===== src/rtl/fmap_window_streamer.sv =====
`default_nettype none
// ============================================================================
// Module   : fmap_window_streamer
// Purpose  : Streams KSIZE-row column vectors of CH stored feature maps into
//            the next conv layer through a credit-tracked output FIFO.
//            Optional zero row padding: define FMAP_STREAM_PAD_EN.
// Revision : 1.0 - initial release
// ============================================================================
module fmap_window_streamer #(
    parameter int DATA_WIDTH = 22,
    parameter int CH         = 3,
    parameter int KSIZE      = 3,
    parameter int IMG_W      = 222,
    parameter int IMG_H      = 222,
    parameter int ADDR_WIDTH = 18,
    parameter int RD_LATENCY = 1
) (
    input  logic                           clk,
    input  logic                           rst,
    input  logic                           start,
    output logic                           busy,
    output logic                           done,
    output logic                           rd_en,
    output logic [KSIZE*ADDR_WIDTH-1:0]    rd_addr,
    input  logic [CH*KSIZE*DATA_WIDTH-1:0] rd_data,
    output logic [CH*KSIZE*DATA_WIDTH-1:0] out_col,
    output logic                           out_valid,
    input  logic                           out_ready,
    output logic [ADDR_WIDTH-1:0]          out_row,
    output logic [ADDR_WIDTH-1:0]          out_x
);
    localparam int VW    = CH * KSIZE * DATA_WIDTH;
    localparam int DEPTH = RD_LATENCY + 2;
    localparam int PW    = (DEPTH > 1) ? $clog2(DEPTH) : 1;
    localparam int CW    = $clog2(DEPTH + 1);
`ifdef FMAP_STREAM_PAD_EN
    localparam int PAD   = (KSIZE - 1) / 2;
    localparam int ROWS  = IMG_H;
`else
    localparam int PAD   = 0;
    localparam int ROWS  = IMG_H - KSIZE + 1;
`endif
    localparam logic [ADDR_WIDTH-1:0] W_STEP   = ADDR_WIDTH'(IMG_W);
    localparam logic [ADDR_WIDTH-1:0] LAST_X   = ADDR_WIDTH'(IMG_W - 1);
    localparam logic [ADDR_WIDTH-1:0] LAST_ROW = ADDR_WIDTH'(ROWS - 1);

    typedef enum logic [1:0] {
        S_IDLE  = 2'd0,
        S_RUN   = 2'd1,
        S_DRAIN = 2'd2
    } state_t;

    function automatic logic [ADDR_WIDTH-1:0] base_init(input int k);
        return ADDR_WIDTH'((k - PAD) * IMG_W);
    endfunction

    function automatic logic [PW-1:0] ptr_inc(input logic [PW-1:0] p);
        return (p == PW'(DEPTH - 1)) ? '0 : p + PW'(1);
    endfunction

    state_t                state_q, state_d;
    logic [ADDR_WIDTH-1:0] x_q, x_d, row_q, row_d;
    logic [ADDR_WIDTH-1:0] rb_q [KSIZE];
    logic [ADDR_WIDTH-1:0] rb_d [KSIZE];
    logic [RD_LATENCY-1:0] sr_q;
    logic [ADDR_WIDTH-1:0] prow_q [RD_LATENCY];
    logic [ADDR_WIDTH-1:0] px_q   [RD_LATENCY];
    logic [VW-1:0]         mem_q  [DEPTH];
    logic [ADDR_WIDTH-1:0] mrow_q [DEPTH];
    logic [ADDR_WIDTH-1:0] mx_q   [DEPTH];
    logic [PW-1:0]         wp_q, rp_q;
    logic [CW-1:0]         cnt_q;
    logic [CW-1:0]         w_inflight;
    logic [CW:0]           w_used;
    logic                  w_push, w_pop, w_last;
    logic [VW-1:0]         w_push_data;

    always_comb begin
        w_inflight = '0;
        for (int i = 0; i < RD_LATENCY; i++) begin
            w_inflight = w_inflight + CW'(sr_q[i]);
        end
    end

    // Credit covers both buffered vectors and reads whose data is still in the memory pipe.
    assign w_used    = {1'b0, cnt_q} + {1'b0, w_inflight};
    assign rd_en     = (state_q == S_RUN) && (w_used < (CW+1)'(DEPTH));
    assign w_last    = (x_q == LAST_X) && (row_q == LAST_ROW);
    assign busy      = (state_q != S_IDLE);
    assign out_valid = (cnt_q != '0);
    assign w_push    = sr_q[RD_LATENCY-1];
    assign w_pop     = out_valid && out_ready;
    assign out_col   = mem_q[rp_q];
    assign out_row   = mrow_q[rp_q];
    assign out_x     = mx_q[rp_q];

    always_ff @(posedge clk) begin
        if (rst) begin
            state_q <= S_IDLE;
        end else begin
            state_q <= state_d;
        end
    end

    always_comb begin
        state_d = state_q;
        done    = 1'b0;
        case (state_q)
            S_IDLE:  if (start) state_d = S_RUN;
            S_RUN:   if (rd_en && w_last) state_d = S_DRAIN;
            S_DRAIN: begin
                if ((cnt_q == '0) && (w_inflight == '0)) begin
                    state_d = S_IDLE;
                    done    = 1'b1;
                end
            end
            default: state_d = S_IDLE;
        endcase
    end

    always_comb begin
        x_d   = x_q;
        row_d = row_q;
        for (int k = 0; k < KSIZE; k++) rb_d[k] = rb_q[k];
        if (state_q == S_IDLE) begin
            x_d   = '0;
            row_d = '0;
            for (int k = 0; k < KSIZE; k++) rb_d[k] = base_init(k);
        end else if (rd_en) begin
            if (x_q == LAST_X) begin
                x_d   = '0;
                row_d = row_q + ADDR_WIDTH'(1);
                for (int k = 0; k < KSIZE; k++) rb_d[k] = rb_q[k] + W_STEP;
            end else begin
                x_d = x_q + ADDR_WIDTH'(1);
            end
        end
    end

    always_ff @(posedge clk) begin
        if (rst) begin
            x_q   <= '0;
            row_q <= '0;
            for (int k = 0; k < KSIZE; k++) rb_q[k] <= base_init(k);
        end else begin
            x_q   <= x_d;
            row_q <= row_d;
            for (int k = 0; k < KSIZE; k++) rb_q[k] <= rb_d[k];
        end
    end

    for (genvar k = 0; k < KSIZE; k++) begin : g_addr
        assign rd_addr[(KSIZE-1-k)*ADDR_WIDTH +: ADDR_WIDTH] = rb_q[k] + x_q;
    end

    always_ff @(posedge clk) begin
        if (rst) begin
            sr_q <= '0;
            for (int i = 0; i < RD_LATENCY; i++) begin
                prow_q[i] <= '0;
                px_q[i]   <= '0;
            end
        end else begin
            sr_q[0]   <= rd_en;
            prow_q[0] <= row_q;
            px_q[0]   <= x_q;
            for (int i = 1; i < RD_LATENCY; i++) begin
                sr_q[i]   <= sr_q[i-1];
                prow_q[i] <= prow_q[i-1];
                px_q[i]   <= px_q[i-1];
            end
        end
    end

`ifdef FMAP_STREAM_PAD_EN
    logic [KSIZE-1:0] w_pad;
    logic [KSIZE-1:0] ppad_q [RD_LATENCY];

    always_comb begin
        w_pad = '0;
        for (int k = 0; k < KSIZE; k++) begin
            w_pad[k] = ((int'(row_q) + k - PAD) < 0) || ((int'(row_q) + k - PAD) >= IMG_H);
        end
    end

    always_ff @(posedge clk) begin
        if (rst) begin
            for (int i = 0; i < RD_LATENCY; i++) ppad_q[i] <= '0;
        end else begin
            ppad_q[0] <= w_pad;
            for (int i = 1; i < RD_LATENCY; i++) ppad_q[i] <= ppad_q[i-1];
        end
    end

    // Padded slots still read memory; their returned data is replaced by zero here.
    always_comb begin
        w_push_data = rd_data;
        for (int c = 0; c < CH; c++) begin
            for (int k = 0; k < KSIZE; k++) begin
                if (ppad_q[RD_LATENCY-1][k]) begin
                    w_push_data[(CH*KSIZE-1-(c*KSIZE+k))*DATA_WIDTH +: DATA_WIDTH] = '0;
                end
            end
        end
    end
`else
    assign w_push_data = rd_data;
`endif

    always_ff @(posedge clk) begin
        if (rst) begin
            wp_q  <= '0;
            rp_q  <= '0;
            cnt_q <= '0;
            for (int i = 0; i < DEPTH; i++) begin
                mem_q[i]  <= '0;
                mrow_q[i] <= '0;
                mx_q[i]   <= '0;
            end
        end else begin
            if (w_push) begin
                mem_q[wp_q]  <= w_push_data;
                mrow_q[wp_q] <= prow_q[RD_LATENCY-1];
                mx_q[wp_q]   <= px_q[RD_LATENCY-1];
                wp_q         <= ptr_inc(wp_q);
            end
            if (w_pop) begin
                rp_q <= ptr_inc(rp_q);
            end
            case ({w_push, w_pop})
                2'b10:   cnt_q <= cnt_q + CW'(1);
                2'b01:   cnt_q <= cnt_q - CW'(1);
                default: cnt_q <= cnt_q;
            endcase
        end
    end

endmodule
`default_nettype wire


===== config.mk =====
export PLATFORM = sky130hd
export DESIGN_NAME = fmap_window_streamer
export DESIGN_NICKNAME = d
export VERILOG_FILES = /design/src/rtl/fmap_window_streamer.sv
export SDC_FILE = /design/constraint.sdc
export NUM_CORES = 1
export LEC_CHECK = 0
export BUFFER_PORTS_ARGS = -buffer_cell sky130_fd_sc_hd__buf_2
export CELL_PAD_IN_SITES_DETAIL_PLACEMENT = 1
export CELL_PAD_IN_SITES_GLOBAL_PLACEMENT = 2
export CORE_UTILIZATION = 39
export CTS_CLUSTER_SIZE = 40
export DETAILED_ROUTE_END_ITERATION = 10
export GPL_ROUTABILITY_DRIVEN = 1
export PLACE_DENSITY = 0.73
export SKIP_CTS_REPAIR_TIMING = 1
export SYNTH_ARGS = -nofsm -noshare
export SYNTH_HDL_FRONTEND = slang
export SYNTH_SLANG_ARGS = --single-unit

===== constraint.sdc =====
create_clock -name clk -period 8.03 [get_ports clk]
set_input_delay 2.0075 -clock clk [delete_from_list [all_inputs] [get_ports clk]]
set_output_delay 2.0075 -clock clk [all_outputs]
set_load 0.1 [all_outputs]

-- Word level (Yosys, flattened, before mapping)
Memory sizes are Yosys's and may differ from the RTL's. A register that Yosys moved wholly into a read port is not among the register bits.
Cells that the tools add are included.
- register bits: 45
- bits in latches: 0
- memory bits (writable): 792
- bits in read-only memories: 0
- bits of input ports: 202
- output and inout port bits: 292
- word-level logic and storage cells: 101
- memories kept: 6
- memory list (name ; depth ; bits a word ; read ports ; clocked after Yosys merged registers in ; wr ports ; line ; text):
    mem_q ; 3 ; 198 ; 1 ; 1 ; 3 ; 68 ; logic [VW-1:0] mem_q [DEPTH];
    mrow_q ; 3 ; 18 ; 1 ; 1 ; 3 ; 69 ; logic [ADDR_WIDTH-1:0] mrow_q [DEPTH];
    mx_q ; 3 ; 18 ; 1 ; 1 ; 3 ; 70 ; logic [ADDR_WIDTH-1:0] mx_q [DEPTH];
    rb_q ; 3 ; 18 ; 3 ; 0 ; 3 ; 63 ; logic [ADDR_WIDTH-1:0] rb_q [KSIZE];
    prow_q ; 1 ; 18 ; 1 ; 0 ; 1 ; 66 ; logic [ADDR_WIDTH-1:0] prow_q [RD_LATENCY];
    px_q ; 1 ; 18 ; 1 ; 0 ; 1 ; 67 ; logic [ADDR_WIDTH-1:0] px_q [RD_LATENCY];
- add/sub/neg operators: 13
- $mul: 0
- div/mod/pow operators: 0
- $lt $le $gt $ge: 1
- equal/unequal tests: 11
- shift operators: 0
- muxes and demuxes: 41
- bitwise operators: 3
- reductions and logical operators: 19
- operators by type and width (operator ; count):
    $mux 198 ; 1
    $reduce_or 198->1 ; 1
    $mux 54 ; 3
    $mux 18 ; 8
    $reduce_or 18->1 ; 4
    $add 18x18->18 ; 3
    $add 18x8->18 const B ; 3
    $add 18x1->18 const B ; 2
    $eq 18x8->1 const B ; 2
    $mux 2 ; 14
    $mux 1 ; 13
    $eq 2x2->1 const B ; 4
    $add 2x1->2 const B ; 3
    $logic_not 2->1 ; 3
    $pmux 2 s3 ; 1
    $reduce_bool 2->1 ; 3
    $logic_and 1x1->1 ; 5
    $eq 2x1->1 const B ; 2
    $ne 2x2->1 const B ; 2
    $pmux 2 s2 ; 1
    $add 2x1->3 ; 1
    $lt 3x2->1 const B ; 1
    $or 1x1->1 ; 3
    $reduce_and 3->1 ; 1
    other kinds (4) ; 4

-- Depth between registers and ports, before layout
Gate-level depths: netlist (run 1).
- depth in word-level cells: 6
- gate-level depth with buffers: 9

-- Least setup slack after synthesis (run 1)
Ideal clock, no wire load.
- path kind: input port to flip-flop
- from: input rst
- to: memory mem_q[3][0] (netlist bit), enable pin
- arrival: 7.706 ns
- required time: 7.404 ns
- slack: -0.301 ns
- stages on the path: 3
- path through: clkbuf_1 -> nor2_1 -> and3_1
- RTL lines (item ; line ; text):
    from (decl) ; 19 ; input logic rst,
    to (decl) ; 68 ;

-- Worst setup path after layout (run 1)
- from: register x_q[2]
- to: output rd_addr[32]
- cells in the longest elaborated chain, start to end: 1
- RTL lines (item ; line ; text):
    from (decl) ; 62 ; logic [ADDR_WIDTH-1:0] x_q, x_d, row_q, row_d;
    from (signal assigned) ; 142 ; x_q <= '0;
    from (signal assigned) ; 146 ; x_q <= x_d;
    $add 18x18->18 ; 153 ; assign rd_addr[(KSIZE-1-k)*ADDR_WIDTH +: ADDR_WIDTH] = rb_q[k] + x_q;
    to (decl) ; 24 ; output logic [KSIZE*ADDR_WIDTH-1:0] rd_addr,
Every way passes these cells.

==> results.tsv, run 1 <==
stage	metric	value	unit
outcome	status	completed	
final_layout	final_nets	3702	
setup_path	ff2ff_setup_slack	4.25	ns
setup_path	cp_max_fo	10	
floorplan	die_w	347	um
setup_path	start_kind	flip-flop	
detailed_routing	postRouteAntennaNets	0	
synthesis	ys_ff_latch	1070	
power	clock_power_share	0.361	
sta	fmax	170	MHz
power	p_sw_frac	0.311	
power	p_leak	19.7	nW
cts	ctsRootBufferMaster	clkbuf_16	
cts	cts_buffers	116	
final_layout	layout_commonest_cell	edfxtp_1	
detailed_routing	drc	0	
synthesis	ys_types	63	
global_route	grt_pass1_wl	186000	um
final_layout	syn_to_final_growth	16.7	%
power	pwr-share-comb	0.193	
worst_hold_path	hold_path_depth	0	
setup_path	ff2ff_path_depth	7	
global_route	grt-ovfl-total	0	
detailed_routing	wire_per_inst	24.6	um
power	total_power	14.1	mW
sta	max_slew.worst_pin.slew	1.08	ns
place	io_buffers	493	
global_route	antenna_found_initial	34	
synthesis	synth_top_area_cell	edfxtp_1	
synthesis	synthTopCellsByArea	edfxtp_1, mux4_2, and2_1	
cts	clkSinkCount	1070	
synthesis	syn-num-nets	3232	
detailed_routing	first_pass_iters	7	
synthesis	avgSynthCellArea	15.6	um^2
detailed_routing	vias	26978	
global_route	grt_max_degree	173	
synthesis	yosysSeqAreaShare	0.665	
power	ir_worst_vdd	0.170	mV
synthesis	synth_top_area_share	0.607	
power	cellPowerDensity	260	nW/um^2
floorplan	dieArea	120000	um^2
place	gp_congestion	0.859	
synthesis	synthArstFlopShare	0	
power	seq_power_share	0.446	
setup_path	arrival	3.88	ns
synthesis	syn_area	46300	um^2
global_route	grt_pass1_vias	29568	
sta	finalHoldViolations	0	
floorplan	initial_core_util	0.393	
detailed_routing	wirelength	125000	um
power	switchingPower	4.38	mW
synthesis	synth_cells	2970	
detailed_routing	vias_per_cell	5.31	
setup_path	crit_type	flip-flop to primary output	
synthesis	synth_edf_count	936	
cts	cts_tree	built	
sta	fin_skew	0.0405	ns
flow_run	max_cap_viol_count	0	
cts	path_clk_slew	0.06	ns
cts	h-tree-depth	3	
floorplan	core-area	118000	um^2
sta	relSlewSlack	0.277	
sta	rsz0062_at_grt	no	
sta	fin_setup_tns	0	ns
sta	fin_crit	5.88	ns
sta	finalSetupViolations	0	
worst_hold_path	whs_endpoint	mx_q[3][6]	
detailed_routing	drt_iter0_markers	1624	
setup_path	required	6.02	ns
setup_path	end_kind	primary output	
final_layout	drive_gt1_frac	0.264	
floorplan	ios	494	
cts	clock_path_buffers	3	
cts	insertion_delay	0.70	ns
global_route	globalRouteTotalUtil	0.207	
floorplan	die_y	347	um
sta	period_share	0.733	
setup_path	reg2reg_to	mem_q[2][137]	
worst_hold_path	min-delay-start	px_q[0][6]	
floorplan	num_rows	126	
worst_hold_path	hp-class	flip-flop to flip-flop	
power	p_int	9.70	mW
synthesis	ys.flop_type	edfxtp_1	
setup_path	r2r_start	sr_q	
sta	slew_violations	0	
place	hpwl	75200	um
final_layout	final_cell_mix	edfxtp_1, and2_1, buf_2, mux4_2, dfxtp_1	
synthesis	yosysWarnings	0	
[synth_stat cells, types with 5 or more instances]
cell and instances:
nand4_1 15, xor2_1 22, or2_2 6, inv_1 40, nor4b_1 9, dfxtp_1 134, a2111oi_0 7, a21oi_1 68
o31ai_1 8, mux4_2 234, and4_1 9, nor2b_1 29, nor2_1 98, mux2i_1 8, and3_1 8, nor4_1 23
or3_1 13, ha_1 57, clkbuf_1 122, o21ai_0 43, nor3b_1 5, or4_1 11, buf_1 38, and2_1 703
a21o_1 13, a211oi_1 16, nand2_1 71, xnor2_1 80, nor3_1 29, o211ai_1 7, nand3_1 37, nand3b_1 6
a211o_1 5, edfxtp_1 936
[power groups by stage]
stage / sequential [mW] / clock, mW / combinational (mW)
floorplan: 6.37 / 0 / 2.24
global placement: 6.38 / 0 / 2.75
detailed placement: 6.40 / 0 / 2.75
CTS: 6.28 / 5.22 / 2.76
global route: 6.30 / 5.41 / 2.81
finish: 6.28 / 5.08 / 2.72
[state kept, by name (all words and copies together) (netlist names), named ones only]
name	cells
x_q	18
state_q	2
mx_q	72
cnt_q	2
mrow_q	72
rp_q	2
rb_q	51
px_q	18
sr_q	1
row_q	18
mem_q	792
wp_q	2
prow_q	18
[cell families after synthesis]
family,Yosys count,synth area share
flops,1070,0.665
xor+xnor,102,0.0193
fa+ha+maj,60,0.0167
buf+inv,207,0.0174
simple gates,1089,0.139
compound gates,200,0.0273
mux,242,0.116
[final cells by class]
cell class	count	area [um^2]
Clock buffer	156	3140
Clock inverter	53	444
Tap cell	1536	1920
Multi-Input combinational cell	1693	14800
Antenna cell	15	37.5
Fill cell	11693	63900
Sequential cell	1070	30800
Inverter	40	150
Timing Repair Buffer	519	2830
[worst max path at each step]
stage	cells past startpoint	end	from	slack, ns
after floorplan	6	mem_q[1][0]	rst	1.72
after global placement	7	rd_addr[28]	x_q[2]	2.67
after detailed placement	7	rd_addr[32]	x_q[2]	2.65
after CTS	7	rd_addr[30]	x_q[2]	1.87
after global routing	7	rd_addr[32]	x_q[2]	1.87
final	7	rd_addr[32]	x_q[2]	2.15
[critical path, cell delays in order (launching register included)]
cell       delay, ns
dfxtp_1         0.65
ha_1            0.34
a211o_1         0.30
a2111oi_1       0.83
nor3_1          0.16
a2111oi_0       0.49
a311oi_1        0.10
buf_2           0.31
[per-layer routing]
metal / global-route usage / share of wire / wire length [um]
met5: 0 / 0.0011 / 139
met4: 0.0726 / 0.032 / 4030
met3: 0.0411 / 0.054 / 6790
met2: 0.373 / 0.52 / 64800
met1: 0.245 / 0.39 / 49400
[through the flow]
step | std cells | util | cell area (um^2) | hold WS (ns) | worst slack (ns)
global placement | 4858 | 0.428 | 50400 | 0.434 | 2.67
CTS | 5067 | 0.458 | 54000 | 0.460 | 1.87
global route | 5075 | 0.458 | 54000 | 0.475 | 1.87
floorplan | 2970 | - | 46300 | 0.427 | 1.72
detailed placement | 4858 | 0.428 | 50400 | 0.446 | 2.65
finish | 5082 | 0.458 | 54100 | 0.460 | 2.15
Power figures use the tool's default switching activity.
==> inputs of run 2 (changes only) <==
CORE_UTILIZATION = 43   (was 39)
PLACE_DENSITY = 0.76   (was 0.73)
clock period = 5.8 ns   (was 8.03 ns; I/O delays follow)
==> run 2 against run 1 <==
  * Critical path depth is 1 lower
  * Combinational power increased by 40%
  * Routed wire length is 1.4% lower
  * Core utilization grew 5.0 points
  * Via count increased by 0.37%
  * Final cell count is 2.1% lower
  * Design area rose by 0.57%
  * First-iteration DRC count decreased by 11%
  * Register-to-register slack got worse by 2.2 ns
  * Worst hold slack hardly changed
==> results.tsv, run 2 (synthesized netlist as in run 1, its figures left out) <==
stage	metric	value	unit	change
outcome	status	completed		unchanged
final_layout	syn_to_final_growth	17.4	%	was 16.7%
final_layout	top_regs	mem_q: 792 flops, mrow_q: 72 flops, mx_q: 72 flops		unchanged
final_layout	regMostFlops	mem_q		unchanged
setup_path	ff2ff_setup_slack	2.08	ns	was 4.25 ns
detailed_routing	first_pass_iters	5		was 7
sta	fmax	195	MHz	
global_route	grt-ovfl-total	0		unchanged
detailed_routing	wirelength	123000	um	was 125000 um
sta	fin_setup_tns	0	ns	unchanged
sta	period_share	0.883		
setup_path	r2r_start	sr_q		unchanged
floorplan	die_y	330	um	was 347 um
setup_path	end_kind	primary output		unchanged
power	cellPowerDensity	361	nW/um^2	was 260 nW/um^2
setup_path	cp_max_fo	10		unchanged
floorplan	core-area	107000	um^2	was 118000 um^2
setup_path	reg2reg_to	row_q[8]		was mem_q[2][137]
floorplan	ios	494		unchanged
worst_hold_path	hold_path_depth	0		unchanged
worst_hold_path	hp-class	flip-flop to flip-flop		unchanged
final_layout	final_cell_mix	edfxtp_1, and2_1, buf_2, mux4_2, dfxtp_1		unchanged
detailed_routing	top_layer	met5		unchanged
sta	fin_skew	0.0234	ns	was 0.0405 ns
global_route	grt_pass1_vias	29404		was 29568
setup_path	required	4.35	ns	was 6.02 ns
floorplan	num_rows	120		was 126
sta	relSlewSlack	0.303		was 0.277
power	total_power	19.7	mW	was 14.1 mW
cts	h-tree-depth	3		unchanged
worst_hold_path	whs_endpoint	mx_q[3][4]		was mx_q[3][6]
global_route	globalRouteTotalUtil	0.225		was 0.207
sta	slew_violations	0		unchanged
floorplan	initial_core_util	0.433		was 0.393
setup_path	arrival	3.67	ns	was 3.88 ns
place	io_buffers	493		unchanged
detailed_routing	met2_length	63600	um	was 64800 um
detailed_routing	vias_per_cell	5.44		was 5.31
sta	finalSetupViolations	0		unchanged
final_layout	layout_commonest_cell	edfxtp_1		unchanged
cts	ctsRootBufferMaster	clkbuf_16		unchanged
setup_path	crit_type	flip-flop to primary output		unchanged
detailed_routing	drt_iter0_markers	1450		was 1624
final_layout	final_nets	3724		was 3702
setup_path	start_kind	flip-flop		unchanged
detailed_routing	postRouteAntennaNets	0		unchanged
setup_path	slowest_stage	a2111oi_0		was a2111oi_1
cts	insertion_delay	0.69	ns	was 0.70 ns
cts	cts_tree	built		unchanged
sta	fin_crit	5.12	ns	
cts	clkSinkCount	1070		unchanged
setup_path	max_stage_delay	0.72	ns	was 0.83 ns
sta	finalHoldViolations	0		unchanged
detailed_routing	wl_met1	50000	um	was 49400 um
setup_path	path_depth	6		was 7
final_layout	drive_gt1_frac	0.272		was 0.264
place	gp_congestion	0.815		was 0.859
place	hpwl	78700	um	was 75200 um
sta	max_slew.worst_pin.slew	1.05	ns	was 1.08 ns
flow_run	max_cap_viol_count	0		unchanged
detailed_routing	wl_met3	6360	um	was 6790 um
final_layout	largest_reg_flops	792		unchanged
setup_path	critPathBufInv	1		unchanged
floorplan	die_w	330	um	was 347 um
detailed_routing	drc	0		unchanged
global_route	grt_max_degree	162		was 173
cts	clock_path_buffers	3		unchanged
floorplan	dieArea	109000	um^2	was 120000 um^2
detailed_routing	wire_per_inst	24.8	um	was 24.6 um
global_route	antenna_found_initial	27		was 34
setup_path	path_cells	ha_1 -> a211o_1 -> a2111oi_0 -> nor3_1 -> a311oi_1 -> buf_2		was ha_1 -> a211o_1 -> a2111oi_1 -> nor3_1 -> a2111oi_0 -> a311oi_1 -> buf_2
setup_path	cp_top_family	compound AO/OA/AOI/OAI gates		unchanged
sta	rsz0062_at_grt	no		unchanged
global_route	grt_pass1_wl	184000	um	was 186000 um
power	ir_worst_vdd	0.278	mV	was 0.170 mV
cts	path_clk_slew	0.06	ns	about the same
power	p_leak	19.9	nW	was 19.7 nW
detailed_routing	vias	27077		was 26978
setup_path	ff2ff_path_depth	7		unchanged
cts	cts_buffers	112		was 116
worst_hold_path	min-delay-start	px_q[0][4]		was px_q[0][6]
[run 2: final cells by class]
class	instances	area, um^2
fill	10364	52500
sequential	1070	30800
multi-input combinational	1693	14800
timing repair buffer	545	3180
clock buffer	148	3150
tap	1403	1760
clock inverter	62	552
inverter	40	150
antenna	16	40.0
[run 2: layer usage]
| metal | up-vias | track usage |
|---|---|---|
| met5 | - | 0 |
| met4 | 12 | 0.0744 |
| met3 | 195 | 0.0413 |
| met2 | 607 | 0.391 |
| met1 | 14136 | 0.283 |
| li1 | 12127 | - |
[run 2: worst max path at each step]
| stage | startpoint | endpoint | slack, ns |
|---|---|---|---|
| 2_1_floorplan | rst | mem_q[1][0] | 0.05 |
| 4_1_cts | x_q[2] | rd_addr[13] | 0.59 |
| 3_5_place_dp | x_q[2] | rd_addr[13] | 1.37 |
| 6_report | x_q[2] | rd_addr[50] | 0.68 |
| 3_3_place_gp | x_q[2] | rd_addr[46] | 1.35 |
| 5_1_grt | x_q[2] | rd_addr[13] | 0.41 |
[run 2: worst reg2reg max path, stage by stage (launching register included)]
cell,delay (ns)
dfxtp_1,0.51
ha_1,0.22
ha_1,0.23
a211oi_1,0.59
and4_1,0.69
nand4_1,0.59
or4_1,0.67
a21oi_1,0.15
[run 2: power breakdown]
group	switching (mW)	internal, mW	leakage [nW]
Clock	3.00	4.16	1.81
Sequential	0.100	8.59	10.4
Combinational	2.98	0.831	7.71
Total	6.07	13.6	19.9
[run 2: metrics by stage]
stage	cell area [um^2]	hold slack, ns	setup WS [ns]	util	instances
6_report	54400	0.460	0.679	0.509	4977
4_1_cts	54300	0.461	0.591	0.508	4961
5_1_grt	54400	0.476	0.409	0.509	4973
2_1_floorplan	46300	0.427	0.0502	-	2970
3_5_place_dp	50600	0.450	1.37	0.474	4751
3_3_place_gp	50600	0.433	1.35	0.474	4751
==> inputs of run 3 (changes only) <==
ABC_AREA = 1   (was not set)
CORE_UTILIZATION = 38   (was 43)
==> run 3 against run 2 <==
  * Largest cell class unchanged
  * Final cell count increased by 37%
  * Sequential share of layout area decreased by 0.90 points
  * Register-to-register slack improved by 0.66 ns
  * Combinational power increased by 26%
  * First-iteration DRC count increased by 56%
  * Count of clock-buffer cells in the layout increased by 2
  * Clock power increased by 4.3%
  * Fmax increased by 0.17%
  * Critical endpoint is now rd_addr[11]
  * Clock skew increased by 0.0035 ns
==> results.tsv, run 3 <==
stage	metric	value	unit	change
outcome	status	completed		unchanged
cts	cts_tree	built		unchanged
synthesis	synth_xor_xnor_area_share	0.00909		was 0.0193
cts	clkSinkCount	1070		unchanged
global_route	grt_pass1_vias	37280		was 29404
detailed_routing	first_pass_iters	7		was 5
setup_path	crit_type	flip-flop to primary output		unchanged
floorplan	initial_core_util	0.385		was 0.433
synthesis	ys.flop_type	edfxtp_1		unchanged
sta	fin_skew	0.0269	ns	was 0.0234 ns
detailed_routing	drt_iter0_markers	2258		was 1450
final_layout	drive_gt1_frac	0.146		was 0.272
final_layout	final_nets	5346		was 3724
worst_hold_path	hp-class	flip-flop to flip-flop		unchanged
detailed_routing	wire_per_inst	21.3	um	was 24.8 um
final_layout	multi_input_area	13900	um^2	was 14800 um^2
floorplan	num_rows	128		was 120
global_route	antenna_found_initial	20		was 27
final_layout	largest_reg_flops	792		unchanged
flow_run	max_cap_viol_count	0		unchanged
final_layout	final_util	0.451		was 0.509
global_route	grt-ovfl-total	0		unchanged
synthesis	syn-num-nets	4939		was 3232
synthesis	ys_ff_latch	1070		unchanged
synthesis	yosysSeqAreaShare	0.652		was 0.665
place	io_buffers	493		unchanged
setup_path	required	4.35	ns	about the same
global_route	globalRouteTotalUtil	0.228		was 0.225
sta	fmax	196	MHz	was 195 MHz
synthesis	synth-simple-area-share	0.162		was 0.139
synthesis	netlist_top_cells_count	nor2_1, edfxtp_1, o21ai_0		was edfxtp_1, and2_1, mux4_2
power	cellPowerDensity	379	nW/um^2	was 361 nW/um^2
final_layout	syn_to_final_growth	17.1	%	was 17.4%
final_layout	final_cell_mix	nor2_1, edfxtp_1, o21ai_0, buf_2, inv_1		was edfxtp_1, and2_1, buf_2, mux4_2, dfxtp_1
global_route	grt_max_degree	183		was 162
final_layout	regMostFlops	mem_q		unchanged
detailed_routing	vias	35419		was 27077
setup_path	start_kind	flip-flop		unchanged
sta	slew_violations	0		unchanged
cts	h-tree-depth	3		unchanged
synthesis	synth_top_area_share	0.596		was 0.607
synthesis	avgSynthCellArea	10.1	um^2	was 15.6 um^2
floorplan	dieArea	126000	um^2	was 109000 um^2
synthesis	synth_cells	4677		was 2970
setup_path	arrival	3.66	ns	was 3.67 ns
synthesis	ys_types	47		was 63
final_layout	layout_commonest_cell	nor2_1		was edfxtp_1
sta	fin_setup_tns	0	ns	unchanged
sta	max_slew.worst_pin.slew	1.10	ns	was 1.05 ns
synthesis	synthTopCellsByArea	edfxtp_1, nor2_1, dfxtp_1		was edfxtp_1, mux4_2, and2_1
sta	relSlewSlack	0.267		was 0.303
sta	rsz0062_at_grt	no		unchanged
cts	ctsRootBufferMaster	clkbuf_16		unchanged
floorplan	ios	494		unchanged
power	ir_worst_vdd	0.307	mV	was 0.278 mV
sta	finalSetupViolations	0		unchanged
synthesis	synth_top_family_by_area	simple AND/OR/NAND/NOR gates		unchanged
cts	insertion_delay	0.71	ns	was 0.69 ns
synthesis	yosys.cell_count.top_type	nor2_1		was edfxtp_1
floorplan	die_y	354	um	was 330 um
final_layout	top_regs	mem_q: 792 flops, mrow_q: 72 flops, mx_q: 72 flops		unchanged
final_layout	seq_area	30800	um^2	unchanged
setup_path	cp_max_fo	11		was 10
detailed_routing	drc	0		unchanged
sta	worst_slack	0.688	ns	was 0.679 ns
place	hpwl	87800	um	was 78700 um
detailed_routing	vias_per_cell	5.19		was 5.44
synthesis	synth_mux_area_frac	0		was 0.116
sta	finalHoldViolations	0		unchanged
sta	fin_crit	5.11	ns	was 5.12 ns
final_layout	fillers	13716		was 10364
place	placed_cells	6589		was 4751
synthesis	syn_area	47200	um^2	was 46300 um^2
setup_path	end_kind	primary output		unchanged
place	dp_slack	1.39	ns	was 1.37 ns
synthesis	synth_fa_ha_area_frac	0.0164		was 0.0167
floorplan	die_w	354	um	was 330 um
power	p_leak	22.1	nW	was 19.9 nW
final_layout	stdcell_count	6823		was 4977
cts	path_clk_slew	0.06	ns	about the same
detailed_routing	postRouteAntennaNets	0		unchanged
synthesis	yosysWarnings	0		unchanged
place	gp_congestion	0.775		was 0.815
synthesis	synthArstFlopShare	0		unchanged
floorplan	core-area	123000	um^2	was 107000 um^2
synthesis	synth_top_area_cell	edfxtp_1		unchanged
synthesis	synth_edf_count	936		unchanged
global_route	grt_pass1_wl	221000	um	was 184000 um
sta	period_share	0.881		was 0.883
cts	cts_buffers	118		was 112
cts	clock_path_buffers	3		unchanged
synthesis	synth_compound_area_frac	0.104		was 0.0273
detailed_routing	wirelength	145000	um	was 123000 um
-- run 3: cell types whose count changed in the layout (fill, tap and decap cells not counted), sizes merged, moves of 234 or more --
cell	change
and2	-702
inv	+356
nand2	+317
nor2	+1255
o21ai	+486
mux4	-234
-- run 3: metrics by stage --
step	area [um^2]	power, mW	hold slack (ns)
CTS	55200	21.1	0.428
detailed placement	51400	13.7	0.415
finish	55300	20.9	0.422
global placement	51400	13.6	0.413
floorplan	47200	12.6	0.408
global route	55200	21.6	0.432
-- run 3: routing by layer --
layer | share of wire | global-route usage
met1 | 0.43 | 0.292
met2 | 0.51 | 0.404
met3 | 0.036 | 0.0254
met4 | 0.025 | 0.0698
met5 | 0 | 0
-- run 3: power breakdown --
part	switching, mW	total (mW)	internal, mW
sequential	0.0760	8.66	8.58
clock	3.15	7.47	4.32
combinational	4.12	4.79	0.676
total	7.34	20.9	13.6
-- run 3: path summary, 6_finish.rpt --
path | start | to | slack (ns) | cells after the start
worst max-delay path | x_q[2] | rd_addr[11] | 0.69 | 9
worst min-delay path | px_q[0][14] | mx_q[3][14] | 0.42 | 0
worst max register to register | sr_q | rb_q[0][12] | 2.74 | 8
worst min register to register | px_q[0][14] | mx_q[3][14] | 0.42 | 0
-- run 3: final cells by class --
type,instances,share of cell area
clock buffers,150,0.0569
repair buffers,547,0.0576
multi-input cells,2950,0.251
well taps,1625,0.0368
inverters,397,0.0272
flip-flops and latches,1070,0.557
clock inverters,70,0.0124
diodes,14,0.000634
-- run 3: logic make-up after synthesis --
group | after synthesis
and+or+nand+nor | 1934
AOI/OAI and AO/OA | 907
adders and majority gates | 60
DFF | 1070
buffers and inverters | 657
xor gates and xnor gates | 49
-- run 3: worst max-delay path, stage by stage, from the launching register on --
cell and delay, ns:
dfxtp_1 0.69, inv_1 0.19, fa_1 0.49, o21ai_0 0.54, nand3_1 0.14, nand2_1 0.18
nand2_1 0.07, nand2_1 0.07, xor2_1 0.14, buf_2 0.44
